[src/rtl/uart_rx_pkg.sv]
// Shared types and helpers for the generic UART receiver.
// Holds the frame FSM states, synchroniser depth and parity helper.
package uart_rx_pkg;

   typedef enum logic [2:0] {
      S_IDLE,
      S_START,
      S_DATA,
      S_PARITY,
      S_STOP1,
      S_STOP2,
      S_BREAK_WAIT
   } rx_state_e;

   localparam int SYNC_STAGES  = 2;
   localparam int MIN_DATA_LEN = 5;

   // Expected parity bit over the low len bits; typ=1 selects odd.
   function automatic logic calc_parity(
      input logic [31:0] data,
      input int          len,
      input logic        typ
   );
      logic p;
      p = typ;
      for (int i = 0; i < 32; i++) begin
         if (i < len) p = p ^ data[i];
      end
      return p;
   endfunction

endpackage

[src/rtl/uart_rx_sampler.sv]
// Line synchroniser, per-bit oversampling counter and 3-sample vote.
// Strobes bit_done at the decision point and bit_end on the last tick.
module uart_rx_sampler #(
   parameter int PRESCALE_WIDTH = 6
) (
   input  logic                      clk,
   input  logic                      rst,
   input  logic                      rx_in,
   input  logic                      en,
   input  logic                      clr,
   input  logic [PRESCALE_WIDTH-1:0] prescale,
   output logic                      rx_s,
   output logic                      bit_done,
   output logic                      bit_end,
   output logic                      bit_val
);
   import uart_rx_pkg::*;

   logic [SYNC_STAGES-1:0]    sync_q;
   logic [PRESCALE_WIDTH-1:0] edge_cnt;
   logic [PRESCALE_WIDTH-1:0] half;
   logic [PRESCALE_WIDTH-1:0] half_m1;
   logic [PRESCALE_WIDTH-1:0] half_p1;
   logic [PRESCALE_WIDTH-1:0] last;
   logic                      s0;
   logic                      s1;

   assign half    = prescale >> 1;
   assign half_m1 = half - PRESCALE_WIDTH'(1);
   assign half_p1 = half + PRESCALE_WIDTH'(1);
   assign last    = prescale - PRESCALE_WIDTH'(1);

   assign rx_s     = sync_q[SYNC_STAGES-1];
   assign bit_done = en && (edge_cnt == half_p1);
   assign bit_end  = en && (edge_cnt == last);
   assign bit_val  = (s0 & s1) | (s0 & rx_s) | (s1 & rx_s);

   always_ff @(posedge clk) begin
      if (rst) begin
         sync_q   <= '1;
         edge_cnt <= '0;
         s0       <= 1'b1;
         s1       <= 1'b1;
      end else begin
         sync_q <= {sync_q[SYNC_STAGES-2:0], rx_in};
         if (clr || !en || bit_end) begin
            edge_cnt <= '0;
         end else begin
            edge_cnt <= edge_cnt + PRESCALE_WIDTH'(1);
         end
         if (en && edge_cnt == half_m1) s0 <= rx_s;
         if (en && edge_cnt == half)    s1 <= rx_s;
      end
   end

endmodule

[src/rtl/uart_rx_gen.sv]
// Runtime-configurable UART receiver with parity, 1/2 stop bits,
// break detection and a valid/ready holding register.
module uart_rx_gen #(
   parameter int DATA_WIDTH_MAX = 9,
   parameter int PRESCALE_WIDTH = 6,
   parameter int LEN_WIDTH      = 4
) (
   input  logic                      CLK,
   input  logic                      RST,
   input  logic                      RX_IN,
   input  logic                      PAR_EN,
   input  logic                      PAR_TYP,
   input  logic                      STOP2,
   input  logic [LEN_WIDTH-1:0]      Data_Len,
   input  logic [PRESCALE_WIDTH-1:0] Prescale,
   input  logic                      Data_Ready,
   output logic [DATA_WIDTH_MAX-1:0] P_DATA,
   output logic                      data_valid,
   output logic                      Parity_Error,
   output logic                      Stop_Error,
   output logic                      Overrun_Error,
   output logic                      Break_Det
);
   import uart_rx_pkg::*;

   rx_state_e                 state;
   logic                      par_en_q;
   logic                      par_typ_q;
   logic                      stop2_q;
   logic [LEN_WIDTH-1:0]      len_q;
   logic [PRESCALE_WIDTH-1:0] ps_q;
   logic [DATA_WIDTH_MAX-1:0] shift_q;
   logic [LEN_WIDTH-1:0]      bit_cnt;
   logic                      all_zero;
   logic                      par_bad;
   logic                      stop_bad;

   logic [LEN_WIDTH-1:0]      len_eff;
   logic [PRESCALE_WIDTH-1:0] ps_cur;
   logic                      rx_s;
   logic                      bit_done;
   logic                      bit_end;
   logic                      bit_val;
   logic                      counting;
   logic                      start_det;
   logic                      last_stop;
   logic                      frame_end;
   logic                      glitch;
   logic                      stop_fail;
   logic                      is_break;
   logic                      good;

   always_comb begin
      len_eff = Data_Len;
      if (Data_Len < LEN_WIDTH'(MIN_DATA_LEN)) begin
         len_eff = LEN_WIDTH'(MIN_DATA_LEN);
      end else if (Data_Len > LEN_WIDTH'(DATA_WIDTH_MAX)) begin
         len_eff = LEN_WIDTH'(DATA_WIDTH_MAX);
      end
   end

   assign counting  = (state == S_START)  || (state == S_DATA)  ||
                      (state == S_PARITY) || (state == S_STOP1) ||
                      (state == S_STOP2);
   assign start_det = (state == S_IDLE) && !rx_s;
   assign ps_cur    = (state == S_IDLE) ? Prescale : ps_q;

   // The frame closes mid-way through its final stop bit.
   assign last_stop = ((state == S_STOP1) && !stop2_q) ||
                      (state == S_STOP2);
   assign frame_end = bit_done && last_stop;
   assign glitch    = bit_done && (state == S_START) && bit_val;

   assign stop_fail = stop_bad | ~bit_val;
   assign is_break  = all_zero & ~bit_val;
   assign good      = !stop_fail && !(par_en_q && par_bad);

   uart_rx_sampler #(
      .PRESCALE_WIDTH(PRESCALE_WIDTH)
   ) u_sampler (
      .clk      (CLK),
      .rst      (RST),
      .rx_in    (RX_IN),
      .en       (start_det || counting),
      .clr      (frame_end || glitch),
      .prescale (ps_cur),
      .rx_s     (rx_s),
      .bit_done (bit_done),
      .bit_end  (bit_end),
      .bit_val  (bit_val)
   );

   always_ff @(posedge CLK) begin
      if (RST) begin
         state         <= S_IDLE;
         par_en_q      <= 1'b0;
         par_typ_q     <= 1'b0;
         stop2_q       <= 1'b0;
         len_q         <= '0;
         ps_q          <= '0;
         shift_q       <= '0;
         bit_cnt       <= '0;
         all_zero      <= 1'b0;
         par_bad       <= 1'b0;
         stop_bad      <= 1'b0;
         P_DATA        <= '0;
         data_valid    <= 1'b0;
         Parity_Error  <= 1'b0;
         Stop_Error    <= 1'b0;
         Overrun_Error <= 1'b0;
         Break_Det     <= 1'b0;
      end else begin
         Parity_Error  <= 1'b0;
         Stop_Error    <= 1'b0;
         Overrun_Error <= 1'b0;
         Break_Det     <= 1'b0;
         if (data_valid && Data_Ready) data_valid <= 1'b0;

         unique case (state)
            S_IDLE: begin
               if (!rx_s) begin
                  par_en_q  <= PAR_EN;
                  par_typ_q <= PAR_TYP;
                  stop2_q   <= STOP2;
                  len_q     <= len_eff;
                  ps_q      <= Prescale;
                  shift_q   <= '0;
                  bit_cnt   <= '0;
                  all_zero  <= 1'b1;
                  par_bad   <= 1'b0;
                  stop_bad  <= 1'b0;
                  state     <= S_START;
               end
            end
            S_START: begin
               if (glitch) begin
                  state <= S_IDLE;
               end else if (bit_end) begin
                  state <= S_DATA;
               end
            end
            S_DATA: begin
               if (bit_done) begin
                  shift_q[bit_cnt] <= bit_val;
                  if (bit_val) all_zero <= 1'b0;
               end
               if (bit_end) begin
                  if (bit_cnt == len_q - LEN_WIDTH'(1)) begin
                     state <= par_en_q ? S_PARITY : S_STOP1;
                  end else begin
                     bit_cnt <= bit_cnt + LEN_WIDTH'(1);
                  end
               end
            end
            S_PARITY: begin
               if (bit_done) begin
                  par_bad <= bit_val != calc_parity(32'(shift_q),
                                                    int'(len_q),
                                                    par_typ_q);
                  if (bit_val) all_zero <= 1'b0;
               end
               if (bit_end) state <= S_STOP1;
            end
            S_STOP1: begin
               if (stop2_q) begin
                  if (bit_done) begin
                     stop_bad <= ~bit_val;
                     if (bit_val) all_zero <= 1'b0;
                  end
                  if (bit_end) state <= S_STOP2;
               end
            end
            S_STOP2: begin
            end
            S_BREAK_WAIT: begin
               if (rx_s) state <= S_IDLE;
            end
         endcase

         if (frame_end) begin
            if (is_break) begin
               Break_Det <= 1'b1;
               state     <= S_BREAK_WAIT;
            end else begin
               state        <= S_IDLE;
               Parity_Error <= par_en_q & par_bad;
               Stop_Error   <= stop_fail;
               if (good) begin
                  if (!data_valid || Data_Ready) begin
                     P_DATA     <= shift_q;
                     data_valid <= 1'b1;
                  end else begin
                     Overrun_Error <= 1'b1;
                  end
               end
            end
         end
      end
   end

endmodule

[config.mk]
export PLATFORM = sky130hd
export DESIGN_NAME = uart_rx_gen
export DESIGN_NICKNAME = d
export VERILOG_FILES = /design/src/rtl/uart_rx_pkg.sv /design/src/rtl/uart_rx_sampler.sv /design/src/rtl/uart_rx_gen.sv
export SDC_FILE = /design/constraint.sdc
export NUM_CORES = 1
export LEC_CHECK = 0
export CAP_MARGIN = 20
export CORE_MARGIN = 1.5
export CORE_UTILIZATION = 58
export CTS_CLUSTER_SIZE = 10
export DETAILED_ROUTE_END_ITERATION = 10
export GPL_ROUTABILITY_DRIVEN = 0
export GPL_TIMING_DRIVEN = 0
export PLACE_DENSITY = 0.8
export RECOVER_POWER = 50
export SLEW_MARGIN = 20
export SYNTH_ARGS = -nofsm -noshare
export SYNTH_HDL_FRONTEND = slang
export SYNTH_HIERARCHICAL = 1
export SYNTH_SLANG_ARGS = --single-unit
[constraint.sdc]
create_clock -name CLK -period 4.3 [get_ports CLK]
set_input_delay 0.86 -clock CLK [delete_from_list [all_inputs] [get_ports CLK]]
set_output_delay 0.86 -clock CLK [all_outputs]
set_load 0.005 [all_outputs]
==> results of run 1 <==
==> stage by stage <==
stage / power (mW) / instances
CTS: 1.48 / 519
floorplan: 1.05 / 409
global route: 1.57 / 519
global placement: 1.16 / 511
finish: 1.49 / 519
detailed placement: 1.18 / 511
==> critical path, cell delays in order (launching register included) <==
cell and delay (ns):
sky130_fd_sc_hd__dfxtp_1 0.36, sky130_fd_sc_hd__buf_2 0.21, sky130_fd_sc_hd__nor3_4 0.38, sky130_fd_sc_hd__mux2_2 0.39, sky130_fd_sc_hd__buf_2 0.19, sky130_fd_sc_hd__inv_1 0.12, sky130_fd_sc_hd__ha_1 0.25, sky130_fd_sc_hd__a21boi_0 0.33
sky130_fd_sc_hd__nand2_1 0.11, sky130_fd_sc_hd__xnor2_1 0.18, sky130_fd_sc_hd__a2111oi_4 0.51, sky130_fd_sc_hd__nand2_1 0.16, sky130_fd_sc_hd__a21oi_2 0.27, sky130_fd_sc_hd__nand4_1 0.15, sky130_fd_sc_hd__xor2_1 0.19, sky130_fd_sc_hd__nor3_2 0.05
==> per-layer routing <==
metal  up-vias  GRT usage (%)
li1       1517              -
met1      1454           32.0
met2       125           49.3
met3        19           4.25
met4         0           9.12
met5         -              0
==> Yosys cell counts, types with 2 or more instances <==
cell                       instances  area share [%]
sky130_fd_sc_hd__a32oi_1           2            0.52
sky130_fd_sc_hd__ha_1             13             4.9
sky130_fd_sc_hd__dfxtp_1          56              33
sky130_fd_sc_hd__nor2b_1           8             1.5
sky130_fd_sc_hd__clkbuf_1          9             1.0
sky130_fd_sc_hd__a21boi_0          3            0.67
sky130_fd_sc_hd__buf_2             8             1.2
sky130_fd_sc_hd__mux2i_1          12             3.6
sky130_fd_sc_hd__o21ai_0          22             3.3
sky130_fd_sc_hd__nor4_1            2            0.37
sky130_fd_sc_hd__nand4_1          12             2.2
sky130_fd_sc_hd__nor2_1           38             4.3
sky130_fd_sc_hd__o211ai_1          2            0.45
sky130_fd_sc_hd__nand3b_1          5             1.1
sky130_fd_sc_hd__a21oi_2           2            0.52
sky130_fd_sc_hd__xnor2_1          17             4.4
sky130_fd_sc_hd__or2_2             2            0.37
sky130_fd_sc_hd__nand4b_1          5             1.3
sky130_fd_sc_hd__mux2_2            6             2.0
sky130_fd_sc_hd__buf_1             3            0.34
sky130_fd_sc_hd__a211oi_1          3            0.67
sky130_fd_sc_hd__nor3_1           13             1.9
sky130_fd_sc_hd__o31ai_1           2            0.45
sky130_fd_sc_hd__o221ai_1          2            0.52
sky130_fd_sc_hd__a21oi_1          43             6.4
sky130_fd_sc_hd__nor3_2            2            0.60
sky130_fd_sc_hd__and3_1            5            0.93
sky130_fd_sc_hd__o21a_1            2            0.45
sky130_fd_sc_hd__inv_1            10             1.1
sky130_fd_sc_hd__nand2_1          44             4.9
sky130_fd_sc_hd__nand2b_1          8             1.5
sky130_fd_sc_hd__nand3_1           9             1.3
sky130_fd_sc_hd__xor2_1           14             3.7
==> how the worst max path moves through the flow <==
stage	to	slack [ns]	cells past startpoint
global route	bit_cnt[3]	0.05	15
detailed placement	bit_cnt[3]	-0.04	15
floorplan	bit_cnt[3]	0.76	15
CTS	bit_cnt[3]	0.20	15
finish	bit_cnt[3]	0.32	15
global placement	bit_cnt[3]	0.04	15
==> timing repair <==
| item | 4_1_cts | 5_1_grt |
|---|---|---|
| endpoints found under the setup margin | 2 | 4 |
| gates resized for setup | 1 | 1 |
| hold buffers | 0 | 0 |
| endpoints found under the hold margin | 0 | 0 |
| pin swaps | 0 | 0 |
==> registers in the layout, summed over array words and instances (netlist names), 2 cells and up <==
signal / count
shift_q: 9
u_sampler/edge_cnt: 6
len_q: 4
ps_q: 6
u_sampler/sync_q: 2
state: 3
bit_cnt: 4
P_DATA: 9
==> report_power, final <==
part           total [mW]  switching, mW  leakage (nW)  internal (mW)
combinational       0.615          0.367          1.03          0.248
clock               0.306          0.186        0.0463          0.120
sequential          0.568         0.0272         0.453          0.541
total                1.49          0.580          1.53          0.910
==> cell families (layout without fill, tap and decap cells) <==
kind of cell,Yosys count,after routing,synth area share (%)
AOI/OAI and AO/OA,94,94,17.4
xor gates and xnor gates,33,33,9.48
adders and majority gates,14,14,5.15
buffers and inverters,31,69,3.88
DFF,56,56,33.5
muxes,18,18,5.60
and+or+nand+nor,163,163,25.0
==> area by class of cell <==
class / count / area share [%]
buffer: 21 / 2.41
clock buffer: 5 / 1.79
clock inverter: 3 / 0.715
inverter: 10 / 0.976
multi-input combinational: 322 / 54.8
sequential: 56 / 29.1
tap: 72 / 2.34
timing repair buffer: 30 / 7.80
==> flow_summary_export.csv, run 1 <==
group,metric,value,unit
timing,final.min_clock_period,3.98,ns
cells_and_area,layout_commonest_cell,"sky130_fd_sc_hd__dfxtp_1",
synthesis,synthDistinctLibCells,58,
drt,wl_met1,3350,um
die,num_io_pins,31,
grt,grt.overflow.total,0,
synthesis,synthesis.area_per_instance,8.19,um^2
timing,slew_violations,0,
drt,count_of_antenna_violating_nets_left_after_detailed_routing,0,
grt,grt_start_max_net_pins,20,
drt,via_count,3115,
synthesis,mappedNetlistArea,0.00335,mm^2
worst_setup_path,worst-endpoint-arrival,4.16,ns
drt,vias_per_cell,6.00,
min_path,min-delay-path-class,"reg -> reg",
placed_design,placement.io_buffers,30,
synthesis,synth-async-reset-ratio,0,%
worst_setup_path,element_type_at_the_critical_path_start,"register",
min_path,timing.hold.worst.start,"u_sampler/sync_q[0]",
cells_and_area,final-seq-area,0.00112,mm^2
die,std_cell_rows,27,
clocking,cts.path.max_buffers,2,
timing,setup_violations,0,
grt,grt_antenna_before_repair,0,
clocking,ctsRootBufferMaster,"sky130_fd_sc_hd__clkbuf_8",
timing,finalHoldViolCount,0,
timing,skew,0.0135,ns
cells_and_area,nets,476,
synthesis,postSynthCellCount,409,
job,timing.max_cap.violations,0,
cells_and_area,fin_area,0.00385,mm^2
clocking,clkSlewWorstSetupHoldPaths,0.10,ns
grt,global_route_wire_length_before_repair,13400,um
pwr,irDropWorstVdd,202,uV
clocking,clock_sink_count,56,
timing,fmax,251,MHz
cells_and_area,final_util,69.4,%
clocking,tritoncts.num_buffers,5,
synthesis,yosysSeqAreaShare,33.5,%
drt,aggregate_routed_wire_length,8130,um
worst_setup_path,critical_path_sink_type,"register",
clocking,clk_latency,0.32,ns
timing,final.hold.worst_slack,0.437,ns
drt,routed-wl-met3,487,um
worst_setup_path,crit_fanout,10,
clocking,post_cts.repair.setup_buffers,0,
pwr,pwr_density_cell,387,mW/mm^2
cells_and_area,synthToLayoutAreaGrowth,14.8,%
status,status,"finished, final reports clean",
worst_setup_path,reg2reg_slack,0.32,ns
worst_setup_path,worstReg2RegEnd,"bit_cnt[3]",
drt,drtPass1Iterations,7,
synthesis,syn-num-nets,439,
synthesis,yosysWarnings,6,
die,starting_density,60.5,%
die,dieHeight,79.0,um
grt,grtUsageTotal,27.0,%
worst_setup_path,cp-startpoint,"state[0]",
die,die_w,79.0,um
drt,number_of_design_rule_violations_left_by_the_first_detailed_router_iteration,327,
cells_and_area,mostFrequentLayoutCells,"sky130_fd_sc_hd__dfxtp_1, sky130_fd_sc_hd__nand2_1, sky130_fd_sc_hd__a21oi_1, sky130_fd_sc_hd__nor2_1, sky130_fd_sc_hd__o21ai_0",
pwr,cellLeakagePower,1.53,nW
drt,met2_wirelength,4120,um
timing,finalSetupTns,0,ns
grt,first_global_vias,2990,
worst_setup_path,worstSetupPathType,"reg -> reg",
drt,dr.max_layer_used,"met4",
synthesis,number_of_flip_flops_and_latches_in_the_synthesized_netlist,56,
placed_design,preCtsSetupSlack,-0.0351,ns
die,core_region_area,0.00554,mm^2
placed_design,detailedPlacementHpwl,5870,um
min_path,hold_path_end,"u_sampler/sync_q[1]",
synthesis,synth-edff-count,0,
worst_setup_path,r2r_cells,15,
die,design.die.area,0.00624,mm^2
synthesis,synth_flop_type,"sky130_fd_sc_hd__dfxtp_1",
placed_design,placed_area,0.00374,mm^2
min_path,whs_path_depth,1,
cells_and_area,fillerInstances,451,
cells_and_area,insertedDiodeCount,0,
timing,max-slew-margin-rel,33.9,%
cells_and_area,proportion_of_layout_cells_with_a_drive_suffix_above_1,7.83,%
worst_setup_path,required,4.49,ns
drt,wire_per_inst,15.7,um
clocking,tritoncts_clock_tree,"yes",
timing,period_share,92.5,%
clocking,number_of_levels_the_h_tree_was_split_into,2,
drt,detail_route.drc_violations,0,
cells_and_area,multiInputGateArea,0.00211,mm^2
timing,final.setup.worst_slack,0.324,ns
timing,grt_setup_unrepaired,"false",
worst_setup_path,critical_path.reg2reg.startpoint,"state[0]",
timing,worstMarginPinSlew,0.983,ns
Note: power is estimated with default switching activity, not from simulation.
==> run 2: changes to the inputs <==
--- a/config.mk
+++ b/config.mk
@@ -12,6 +12,7 @@
 export DETAILED_ROUTE_END_ITERATION = 10
 export GPL_ROUTABILITY_DRIVEN = 0
 export GPL_TIMING_DRIVEN = 0
+export HOLD_SLACK_MARGIN = 0.08
 export PLACE_DENSITY = 0.8
 export RECOVER_POWER = 50
 export SLEW_MARGIN = 20
==> results of run 2 <==
No change in the layout: final DEF, timing and power equal those of run 1.
==> run 3: changes to the inputs <==
--- a/config.mk
+++ b/config.mk
@@ -6,7 +6,7 @@
 export NUM_CORES = 1
 export LEC_CHECK = 0
 export CAP_MARGIN = 20
-export CORE_MARGIN = 1.5
+export CORE_MARGIN = 2
 export CORE_UTILIZATION = 58
 export CTS_CLUSTER_SIZE = 10
 export DETAILED_ROUTE_END_ITERATION = 10
@@ -15,6 +15,7 @@
 export HOLD_SLACK_MARGIN = 0.08
 export PLACE_DENSITY = 0.8
 export RECOVER_POWER = 50
+export REMOVE_ABC_BUFFERS = 1
 export SLEW_MARGIN = 20
 export SYNTH_ARGS = -nofsm -noshare
 export SYNTH_HDL_FRONTEND = slang
==> run 3 against run 2 <==
  * Clock power decreased by 11%
  * Register-to-register slack better by 0.09 ns
  * Largest cell class unchanged
  * Core utilization decreased by 1.6 points
  * Sequential share of layout area up 0.71 points
  * Hold slack got worse by 0.024 ns
  * Non-clock buffer count down 19
  * Cell area down 2.4%
  * Power shrank 3.9%
  * Critical endpoint unchanged
==> flow_summary_export.csv, run 3 (synthesis gave the netlist of run 1 again) <==
group,metric,value,unit
status,status,"finished, final reports clean",
grt,grtUsageTotal,24.7,%
clocking,tritoncts.num_buffers,5,
pwr,design_power_total,1.43,mW
timing,grt_setup_unrepaired,"false",
worst_setup_path,critical_path.reg2reg.startpoint,"state[2]",
placed_design,detailedPlacementHpwl,5380,um
drt,number_of_design_rule_violations_left_by_the_first_detailed_router_iteration,217,
grt,grt_antenna_before_repair,0,
timing,period_share,90.3,%
cells_and_area,synthToLayoutAreaGrowth,12.1,%
cells_and_area,fillerInstances,484,
pwr,pwr_density_cell,381,mW/mm^2
clocking,clk_latency,0.30,ns
die,num_io_pins,31,
placed_design,placed_area,0.00369,mm^2
cells_and_area,layout_commonest_cell,"sky130_fd_sc_hd__dfxtp_1",
min_path,timing.hold.worst.start,"u_sampler/sync_q[0]",
worst_setup_path,required,4.47,ns
die,dieHeight,80.0,um
worst_setup_path,worst-endpoint-arrival,4.06,ns
cells_and_area,registers_with_the_most_flip_flops,"P_DATA (9), shift_q (9)",
grt,grt.overflow.total,0,
clocking,clkSlewWorstSetupHoldPaths,0.09,ns
pwr,irDropWorstVdd,217,uV
cells_and_area,final_util,67.8,%
cells_and_area,final-seq-area,0.00112,mm^2
cells_and_area,layout.cells.non_filler,499,
timing,final.min_clock_period,3.88,ns
timing,final.hold.worst_slack,0.413,ns
placed_design,placement.io_buffers,30,
clocking,tritoncts_clock_tree,"yes",
timing,slew_violations,0,
placed_design,preCtsSetupSlack,0.105,ns
clocking,clock_sink_count,56,
cells_and_area,fin_area,0.00376,mm^2
cells_and_area,nets,457,
timing,worstMarginPinSlew,1.13,ns
timing,finalSetupTns,0,ns
timing,fmax,257,MHz
drt,aggregate_routed_wire_length,7520,um
grt,grt_start_max_net_pins,30,
cells_and_area,multiInputGateArea,0.00210,mm^2
cells_and_area,mostFrequentLayoutCells,"sky130_fd_sc_hd__dfxtp_1, sky130_fd_sc_hd__nand2_1, sky130_fd_sc_hd__a21oi_1, sky130_fd_sc_hd__nor2_1, sky130_fd_sc_hd__o21ai_0",
drt,drtPass1Iterations,4,
cells_and_area,insertedDiodeCount,0,
worst_setup_path,worstSetupPathType,"reg -> reg",
min_path,min-delay-path-class,"reg -> reg",
placed_design,place.detailed.instances,492,
pwr,cellLeakagePower,1.48,nW
die,starting_density,60.5,%
die,core_region_area,0.00554,mm^2
timing,setup_violations,0,
clocking,cts.path.max_buffers,2,
drt,vias_per_cell,5.92,
timing,finalHoldViolCount,0,
drt,via_count,2952,
die,design.die.area,0.00640,mm^2
timing,skew,0.00519,ns
worst_setup_path,crit_fanout,22,
drt,count_of_antenna_violating_nets_left_after_detailed_routing,0,
die,die_w,80.0,um
cells_and_area,proportion_of_layout_cells_with_a_drive_suffix_above_1,6.32,%
worst_setup_path,element_type_at_the_critical_path_start,"register",
clocking,post_cts.repair.setup_buffers,0,
drt,wire_per_inst,15.1,um
worst_setup_path,critical_path_sink_type,"register",
grt,first_global_vias,2672,
timing,final.setup.worst_slack,0.416,ns
clocking,ctsRootBufferMaster,"sky130_fd_sc_hd__clkbuf_8",
job,timing.max_cap.violations,0,
die,std_cell_rows,27,
worst_setup_path,cp-startpoint,"state[2]",
timing,max-slew-margin-rel,24.3,%
grt,global_route_wire_length_before_repair,12400,um
drt,detail_route.drc_violations,0,
clocking,number_of_levels_the_h_tree_was_split_into,2,
run 3: cell types whose count changed in the layout (fill, tap and decap cells not counted), sizes merged:
cell	change
buf	-10
clkinvlp	-1
dlygate4sd3	-1
clkbuf	-7
inv	-1
run 3: report_power, final:
part	total [mW]	switching (mW)	internal, mW
clock	0.271	0.159	0.111
sequential	0.599	0.0578	0.541
combinational	0.562	0.327	0.236
total	1.43	0.544	0.888
run 3: routing by layer:
metal / vias up / part of all wire (%) / track usage, %
met5: - / 0 / 0
met3: 12 / 3.8 / 3.39
met1: 1383 / 45 / 31.5
met4: 0 / 1.6 / 8.81
li1: 1476 / - / -
met2: 81 / 50 / 42.3
run 3: worst paths after layout:
check	endpoint	slack (ns)	cells past startpoint
worst max-delay path	bit_cnt[3]	0.42	13
worst min-delay path	u_sampler/sync_q[1]	0.41	1
worst max register to register	bit_cnt[3]	0.42	13
worst min register to register	u_sampler/sync_q[1]	0.41	1
run 3: cell type report:
type | instances | share of cell area (%)
Timing Repair Buffer | 32 | 8.69
Multi-Input combinational cell | 322 | 56.0
Clock inverter | 1 | 0.133
Inverter | 10 | 0.999
Sequential cell | 56 | 29.8
Tap cell | 72 | 2.40
Clock buffer | 6 | 1.93
run 3: timing repair:
item	4_1_cts	5_1_grt
setup endpoints to repair	0	24
hold endpoints to repair	0	0
hold buffers	0	0
gates resized for setup	0	2
run 3: critical path: stages (launching register included):
cell	delay [ns]
sky130_fd_sc_hd__dfxtp_1	0.56
sky130_fd_sc_hd__nor3_4	0.40
sky130_fd_sc_hd__mux2_2	0.49
sky130_fd_sc_hd__inv_1	0.16
sky130_fd_sc_hd__ha_1	0.24
sky130_fd_sc_hd__a21boi_0	0.33
sky130_fd_sc_hd__nand2_1	0.11
sky130_fd_sc_hd__xnor2_1	0.17
sky130_fd_sc_hd__a2111oi_4	0.47
sky130_fd_sc_hd__nand2_1	0.14
sky130_fd_sc_hd__a21oi_2	0.29
sky130_fd_sc_hd__nand4_1	0.15
sky130_fd_sc_hd__xor2_1	0.19
sky130_fd_sc_hd__nor3_2	0.05
